### config.mk
export PLATFORM = sky130hd
export DESIGN_NAME = ir_frame_controller
export DESIGN_NICKNAME = d
export VERILOG_FILES = /design/src/rtl/ir_pkg.sv /design/src/rtl/ir_pulse_timer.sv /design/src/rtl/ir_frame_controller.sv
export SDC_FILE = /design/constraint.sdc
export NUM_CORES = 1
export LEC_CHECK = 0
export BUFFER_PORTS_ARGS = -buffer_cell sky130_fd_sc_hd__buf_2
export CAP_MARGIN = 20
export CELL_PAD_IN_SITES_DETAIL_PLACEMENT = 0
export CELL_PAD_IN_SITES_GLOBAL_PLACEMENT = 1
export CORE_MARGIN = 2
export CORE_UTILIZATION = 45
export CTS_CLUSTER_SIZE = 20
export DETAILED_ROUTE_END_ITERATION = 7
export PLACE_DENSITY_LB_ADDON = 0.1
export SYNTH_ARGS = -nofsm -noshare
export SYNTH_HDL_FRONTEND = slang
export SYNTH_SLANG_ARGS = --single-unit
export TNS_END_PERCENT = 50
### constraint.sdc
create_clock -name i_clk -period 6.89 [get_ports i_clk]
set_clock_uncertainty 0.2 [all_clocks]
set_input_delay 0.3445 -clock i_clk [delete_from_list [all_inputs] [get_ports i_clk]]
set_output_delay 0.3445 -clock i_clk [all_outputs]
set_load 0.03 [all_outputs]
### src/rtl/ir_pkg.sv
// Shared types and timing windows for the IR frame controller.
// All widths are in quarter NEC units (one unit = 562.5 us).
package ir_pkg;

    // Width counter size and its saturation value.
    localparam int unsigned WIDTH_W = 8;

    // Default frame length in bits.
    localparam int unsigned SIGNAL_WIDTH_DEF = 32;

    // Sequencer states.
    typedef enum logic [2:0] {
        StIdle,
        StLeadMark,
        StLeadSpace,
        StBitMark,
        StBitSpace,
        StTrail
    } ir_state_e;

    // Anything shorter than this is treated as a glitch and never matches a window.
    localparam logic [WIDTH_W-1:0] MIN_VALID_QTR    = 8'd2;

    // Inclusive classification windows.
    localparam logic [WIDTH_W-1:0] LEAD_MARK_MIN    = 8'd56;
    localparam logic [WIDTH_W-1:0] LEAD_MARK_MAX    = 8'd72;
    localparam logic [WIDTH_W-1:0] DATA_SPACE_MIN   = 8'd28;
    localparam logic [WIDTH_W-1:0] DATA_SPACE_MAX   = 8'd40;
    localparam logic [WIDTH_W-1:0] REPEAT_SPACE_MIN = 8'd14;
    localparam logic [WIDTH_W-1:0] REPEAT_SPACE_MAX = 8'd22;
    localparam logic [WIDTH_W-1:0] BIT_MARK_MIN     = 8'd2;
    localparam logic [WIDTH_W-1:0] BIT_MARK_MAX     = 8'd6;
    localparam logic [WIDTH_W-1:0] ZERO_SPACE_MIN   = 8'd2;
    localparam logic [WIDTH_W-1:0] ZERO_SPACE_MAX   = 8'd6;
    localparam logic [WIDTH_W-1:0] ONE_SPACE_MIN    = 8'd8;
    localparam logic [WIDTH_W-1:0] ONE_SPACE_MAX    = 8'd16;

    // A level held this long in any active state aborts the frame.
    localparam logic [WIDTH_W-1:0] TIMEOUT_QTR      = 8'd80;

    // True when a measured width lies inside [lo, hi] and is not a glitch.
    function automatic logic in_window(input logic [WIDTH_W-1:0] width,
                                       input logic [WIDTH_W-1:0] lo,
                                       input logic [WIDTH_W-1:0] hi);
        return (width >= MIN_VALID_QTR) && (width >= lo) && (width <= hi);
    endfunction

endpackage

### src/rtl/ir_pulse_timer.sv
// Prescaled pulse-width timer: counts quarter-unit ticks since the last clear,
// saturating at the top of the width counter.
module ir_pulse_timer
    import ir_pkg::*;
#(
    parameter int unsigned QTR_CYCLES = 7031
) (
    input  logic               i_clk,
    input  logic               i_reset,
    input  logic               i_clear,
    output logic               o_tick,
    output logic [WIDTH_W-1:0] o_width
);

    localparam int unsigned PRESC_W = (QTR_CYCLES > 1) ? $clog2(QTR_CYCLES) : 1;
    localparam logic [PRESC_W-1:0] PRESC_LAST = PRESC_W'(QTR_CYCLES - 1);

    logic [PRESC_W-1:0] r_presc;
    logic [WIDTH_W-1:0] r_width;
    logic               w_tick;

    assign w_tick  = (r_presc == PRESC_LAST);
    assign o_tick  = w_tick;
    assign o_width = r_width;

    // Prescaler and saturating width counter. The prescaler restarts at 1 on a
    // clear so that an edge arriving exactly N quarters after the previous one
    // sees a registered width of N (the clear cycle itself counts as one).
    always_ff @(posedge i_clk) begin
        if (i_reset) begin
            r_presc <= '0;
            r_width <= '0;
        end else if (i_clear) begin
            r_presc <= PRESC_W'(1 % QTR_CYCLES);
            r_width <= '0;
        end else begin
            r_presc <= w_tick ? '0 : r_presc + 1'b1;
            if (w_tick && (r_width != '1)) begin
                r_width <= r_width + 1'b1;
            end
        end
    end

endmodule

### src/rtl/ir_frame_controller.sv
// NEC IR frame sequencer: synchronizes the receiver line, times marks and
// spaces, and walks leader -> data bits -> trailer, publishing decoded bits,
// complete codes, repeat frames and errors as one-cycle pulses.
module ir_frame_controller
    import ir_pkg::*;
#(
    parameter int unsigned QTR_CYCLES   = 7031,
    parameter int unsigned SIGNAL_WIDTH = SIGNAL_WIDTH_DEF
) (
    input  logic                    i_clk,
    input  logic                    i_reset,
    input  logic                    i_ir_signal,
    output logic                    o_bit_strobe,
    output logic                    o_bit,
    output logic [SIGNAL_WIDTH-1:0] o_code,
    output logic                    o_code_valid,
    output logic                    o_repeat,
    output logic                    o_error,
    output logic                    o_busy
);

    localparam int unsigned CNT_W = (SIGNAL_WIDTH > 1) ? $clog2(SIGNAL_WIDTH) : 1;
    localparam logic [CNT_W-1:0] LAST_BIT = CNT_W'(SIGNAL_WIDTH - 1);

    // Line synchronizer and edge detect; all flops idle high.
    logic r_sync1;
    logic r_sync2;
    logic r_sync_prev;
    logic w_fall;
    logic w_rise;
    logic w_edge;

    // Timer interface.
    logic               w_tick;
    logic [WIDTH_W-1:0] w_width;
    logic               w_timeout;

    // Sequencer state and datapath.
    ir_state_e              r_state;
    ir_state_e              w_state_d;
    logic [CNT_W-1:0]       r_count;
    logic [CNT_W-1:0]       w_count_d;
    logic [SIGNAL_WIDTH-1:0] r_shift;
    logic [SIGNAL_WIDTH-1:0] w_shift_d;
    logic [SIGNAL_WIDTH-1:0] r_code;
    logic                   r_have_code;

    // Pulse requests computed on the edge cycle, registered onto the outputs.
    logic w_strobe;
    logic w_bit;
    logic w_load;
    logic w_repeat;
    logic w_error;

    logic r_bit_strobe;
    logic r_bit;
    logic r_code_valid;
    logic r_repeat;
    logic r_error;

    // Two-flop synchronizer plus one history flop for edge detection.
    always_ff @(posedge i_clk) begin
        if (i_reset) begin
            r_sync1     <= 1'b1;
            r_sync2     <= 1'b1;
            r_sync_prev <= 1'b1;
        end else begin
            r_sync1     <= i_ir_signal;
            r_sync2     <= r_sync1;
            r_sync_prev <= r_sync2;
        end
    end

    assign w_fall = r_sync_prev & ~r_sync2;
    assign w_rise = ~r_sync_prev & r_sync2;
    assign w_edge = w_fall | w_rise;

    ir_pulse_timer #(
        .QTR_CYCLES (QTR_CYCLES)
    ) u_timer (
        .i_clk   (i_clk),
        .i_reset (i_reset),
        .i_clear (w_edge),
        .o_tick  (w_tick),
        .o_width (w_width)
    );

    // Fires on the tick that steps the width counter onto the timeout value.
    assign w_timeout = (r_state != StIdle) && w_tick && (w_width == TIMEOUT_QTR - 8'd1);

    // Next-state and pulse requests; only edge cycles and timeouts move the FSM.
    always_comb begin
        w_state_d = r_state;
        w_count_d = r_count;
        w_shift_d = r_shift;
        w_strobe  = 1'b0;
        w_bit     = 1'b0;
        w_load    = 1'b0;
        w_repeat  = 1'b0;
        w_error   = 1'b0;

        unique case (r_state)
            StIdle: begin
                if (w_fall) begin
                    w_state_d = StLeadMark;
                end
            end
            StLeadMark: begin
                if (w_rise) begin
                    if (in_window(w_width, LEAD_MARK_MIN, LEAD_MARK_MAX)) begin
                        w_state_d = StLeadSpace;
                    end else begin
                        w_error   = 1'b1;
                        w_state_d = StIdle;
                    end
                end
            end
            StLeadSpace: begin
                if (w_fall) begin
                    if (in_window(w_width, DATA_SPACE_MIN, DATA_SPACE_MAX)) begin
                        w_state_d = StBitMark;
                        w_count_d = '0;
                    end else if (in_window(w_width, REPEAT_SPACE_MIN, REPEAT_SPACE_MAX)) begin
                        // A repeat is only meaningful once a code has been received.
                        w_repeat  = r_have_code;
                        w_error   = ~r_have_code;
                        w_state_d = StTrail;
                    end else begin
                        w_error   = 1'b1;
                        w_state_d = StTrail;
                    end
                end
            end
            StBitMark: begin
                if (w_rise) begin
                    if (in_window(w_width, BIT_MARK_MIN, BIT_MARK_MAX)) begin
                        w_state_d = StBitSpace;
                    end else begin
                        w_error   = 1'b1;
                        w_state_d = StIdle;
                    end
                end
            end
            StBitSpace: begin
                if (w_fall) begin
                    if (in_window(w_width, ZERO_SPACE_MIN, ZERO_SPACE_MAX) ||
                        in_window(w_width, ONE_SPACE_MIN, ONE_SPACE_MAX)) begin
                        w_strobe  = 1'b1;
                        w_bit     = in_window(w_width, ONE_SPACE_MIN, ONE_SPACE_MAX);
                        // LSB-first on the air: shifting right leaves bit 0 first.
                        w_shift_d = {w_bit, r_shift[SIGNAL_WIDTH-1:1]};
                        if (r_count == LAST_BIT) begin
                            w_load    = 1'b1;
                            w_state_d = StTrail;
                        end else begin
                            w_count_d = r_count + 1'b1;
                            w_state_d = StBitMark;
                        end
                    end else begin
                        w_error   = 1'b1;
                        w_state_d = StTrail;
                    end
                end
            end
            StTrail: begin
                if (w_rise) begin
                    w_state_d = StIdle;
                end
            end
            default: begin
                w_state_d = StIdle;
            end
        endcase

        // Edges never coincide with a live timeout in practice; edge handling wins.
        if (!w_edge && w_timeout) begin
            w_error   = 1'b1;
            w_state_d = StIdle;
        end
    end

    // State, datapath and registered output pulses.
    always_ff @(posedge i_clk) begin
        if (i_reset) begin
            r_state      <= StIdle;
            r_count      <= '0;
            r_shift      <= '0;
            r_code       <= '0;
            r_have_code  <= 1'b0;
            r_bit_strobe <= 1'b0;
            r_bit        <= 1'b0;
            r_code_valid <= 1'b0;
            r_repeat     <= 1'b0;
            r_error      <= 1'b0;
        end else begin
            r_state      <= w_state_d;
            r_count      <= w_count_d;
            r_shift      <= w_shift_d;
            r_bit_strobe <= w_strobe;
            r_bit        <= w_strobe & w_bit;
            r_code_valid <= w_load;
            r_repeat     <= w_repeat;
            r_error      <= w_error;
            if (w_load) begin
                r_code      <= w_shift_d;
                r_have_code <= 1'b1;
            end
        end
    end

    assign o_bit_strobe = r_bit_strobe;
    assign o_bit        = r_bit;
    assign o_code       = r_code;
    assign o_code_valid = r_code_valid;
    assign o_repeat     = r_repeat;
    assign o_error      = r_error;
    assign o_busy       = (r_state != StIdle);

endmodule

==> results.toml <==
[status]
status = "completed"

[yosys]
yosysTopAreaCell = "dfxtp_1"
ys_ff_latch = 101
syn_area_um2 = 4200
ys_warn_count = 0
synthesis.nets = 486
synthDistinctLibCells = 51
yosysMostFrequentCell = "dfxtp_1"
yosys-top-cells-count = "dfxtp_1 (101), nand2_1 (70), nor2_1 (64)"
synth_top_area_share_pct = 48.2
ys_top_cells_by_area = "dfxtp_1 (48%), mux2i_1 (7.9%), nand2_1 (6.3%), nor2_1 (5.7%), a21oi_1 (4.6%)"
synth-async-reset-ratio_pct = 0
synthFlopType = "dfxtp_1"
synth-seq-area-share_pct = 48.2
synth_edf_count = 0
syn_inst = 475
syn_avg_cell_area_um2 = 8.84

[layout]
area_growth_pct = 9.95
fillers = 891
fin_util_pct = 50.4
multi_input_area_um2 = 1960
drive_gt1_share_pct = 13.2
fin_nets = 513
seqCellArea_um2 = 2020
final_cell_area_um2 = 4620
antennaDiodeCount = 0

[floorplanning]
start_util_pct = 45.9
io_pins = 41
core_area_um2 = 9150
die_h_um = 101
rows = 35
die-area_um2 = 10100
fp.dieW_um = 101

[power]
power_density_nw_per_um2 = 210
p_leak_nw = 1.94
ir_drop_v = 0.000135

[grt]
grt_pass1_wl_mm = 14.3
grt_max_degree = 78
grtUsageTotal_pct = 17.4
grt_antenna_before_repair = 0
overflow = 0
grt_pass1_vias = 3006

[worst_setup_path]
worstSetupPathType = "register to register"
worst_setup_path_start_kind = "register"
regToRegStartpoint = "u_timer.o_width[5]$_SDFFE_PP0P_"
required_ns = 6.91
crit_path_end_kind = "register"
arrival_ns = 2.77
critPathLaunch = "u_timer.o_width[5]$_SDFFE_PP0P_"
critPathMaxFanout = 34

[routing]
wire_per_inst_um = 13.5
num_vias = 3218
postRouteAntennaNets = 0
vias_per_cell = 5.21
wirelength_mm = 8.33
dr.first_iter.drc_count = 131
drtPass1Iterations = 5
drc_errors = 0

[sta]
min_period_ns = 2.74
hold_slack_ns = 0.231
rsz0062_at_grt = "no"
relSlewSlack_pct = 34.1
drv_slew = 0
finalSetupViolCount = 0
worstMarginPinSlew_ns = 0.988
finalCritPeriodShare_pct = 39.8
fin_setup_tns_ns = 0
fmax_mhz = 364
finalHoldViolCount = 0

[clocking]
clockBufferDepth = 2
clock_latency_ns = 0.36
cts_max_level = 3
tritoncts = "yes"
numCtsBuffers = 9
post_cts_buffers = 0
root_buffer = "clkbuf_8"
path_clk_slew_ns = 0.10
cts.sink_count = 101

[flow_run]
max_cap_viol_count = 0

[placed_design]
placed_cell_area_um2 = 4390
port_buffers = 40
place_congestion = 0.874
post-dp-hpwl_mm = 5.32

[worst_hold_path]
min-delay-path-class = "register to register"
hold_path.startpoint = "r_sync1$_SDFF_PP1_"
-- metal layers --
metal | part of all wire (%) | GRT usage [%] | vias up
li1 | - | - | 1666
met3 | 4.8 | 5.34 | 8
met1 | 50 | 23.8 | 1480
met5 | 0 | 0 | -
met4 | 1.2 | 5.48 | 0
met2 | 44 | 26.4 | 64
-- power breakdown --
group	internal (mW)	switching, mW
clock	0.148	0.213
sequential	0.586	0.00245
combinational	0.00566	0.0152
-- registers in the layout, summed over array words and instances (netlist names) --
name,flops
r_shift,31
o_repeat,1
r_have_code,1
o_bit_strobe,1
o_code,32
u_timer.o_width,8
o_code_valid,1
u_timer.r_presc,13
r_count,5
o_error,1
r_sync_prev,1
r_sync1,1
r_sync2,1
o_bit,1
r_state,3
-- kinds of logic after synthesis --
logic type	Yosys count	synth area share (%)
adders and majority gates	8	2.38
AOI/OAI and AO/OA	75	11.2
buffers and inverters	42	5.30
and+or+nand+nor	199	21.6
DFF	101	48.2
muxes	33	7.87
xor gates and xnor gates	17	3.55
-- stage by stage --
step / setup WS [ns] / cells / power (mW)
2_1_floorplan: 4.66 / 475 / 0.617
3_5_place_dp: 4.21 / 600 / 0.623
4_1_cts: 4.18 / 617 / 0.987
6_report: 4.15 / 618 / 0.970
5_1_grt: 3.88 / 618 / 1.01
3_3_place_gp: 4.21 / 600 / 0.623
-- critical path, cell delays in order (launching register included) --
cell and delay [ns]:
dfxtp_1 0.41, nor3_1 0.69, nand3_1 0.23, a211o_2 0.71
mux2i_1 0.28, nor2_1 0.06
-- area by class of cell --
cell class / count / share of cell area [%]
clock buffers: 10 / 2.98
flip-flops and latches: 101 / 43.8
well taps: 111 / 3.01
repair buffers: 44 / 5.47
clock inverters: 6 / 1.11
multi-input cells: 332 / 42.5
inverters: 14 / 1.14
-- layout by cell type (no fill, tap or decap), drive strengths merged, types with 4 or more instances in the layout --
cell,netlist,routed
dfxtp,101,101
nand2,70,70
nor2,64,64
buf,10,43
a21oi,39,39
mux2i,33,33
inv,14,18
nand3,15,15
xnor2,13,13
clkbuf,18,10
o21ai,8,8
nor3,8,8
ha,8,8
nand4,7,7
nor2b,5,5
a31oi,4,4
nor4,4,4
xor2,4,4
-- path summary, 6_finish.rpt --
check,to,slack (ns),depth (start not counted)
worst max-delay path,o_code[1]$_SDFFE_PP0P_,4.15,5
worst min-delay path,r_sync2$_SDFF_PP1_,0.23,1
worst max register to register,o_code[1]$_SDFFE_PP0P_,4.15,5
worst min register to register,r_sync2$_SDFF_PP1_,0.23,1
-- timing repair --
| action | 4_1_cts | 5_1_grt |
|---|---|---|
| endpoints found under the setup margin | 0 | 0 |
| hold buffers | 1 | 0 |
| resized for setup | 0 | 0 |
| hold endpoints to repair | 1 | 0 |
(Power assumes the default switching activity.)
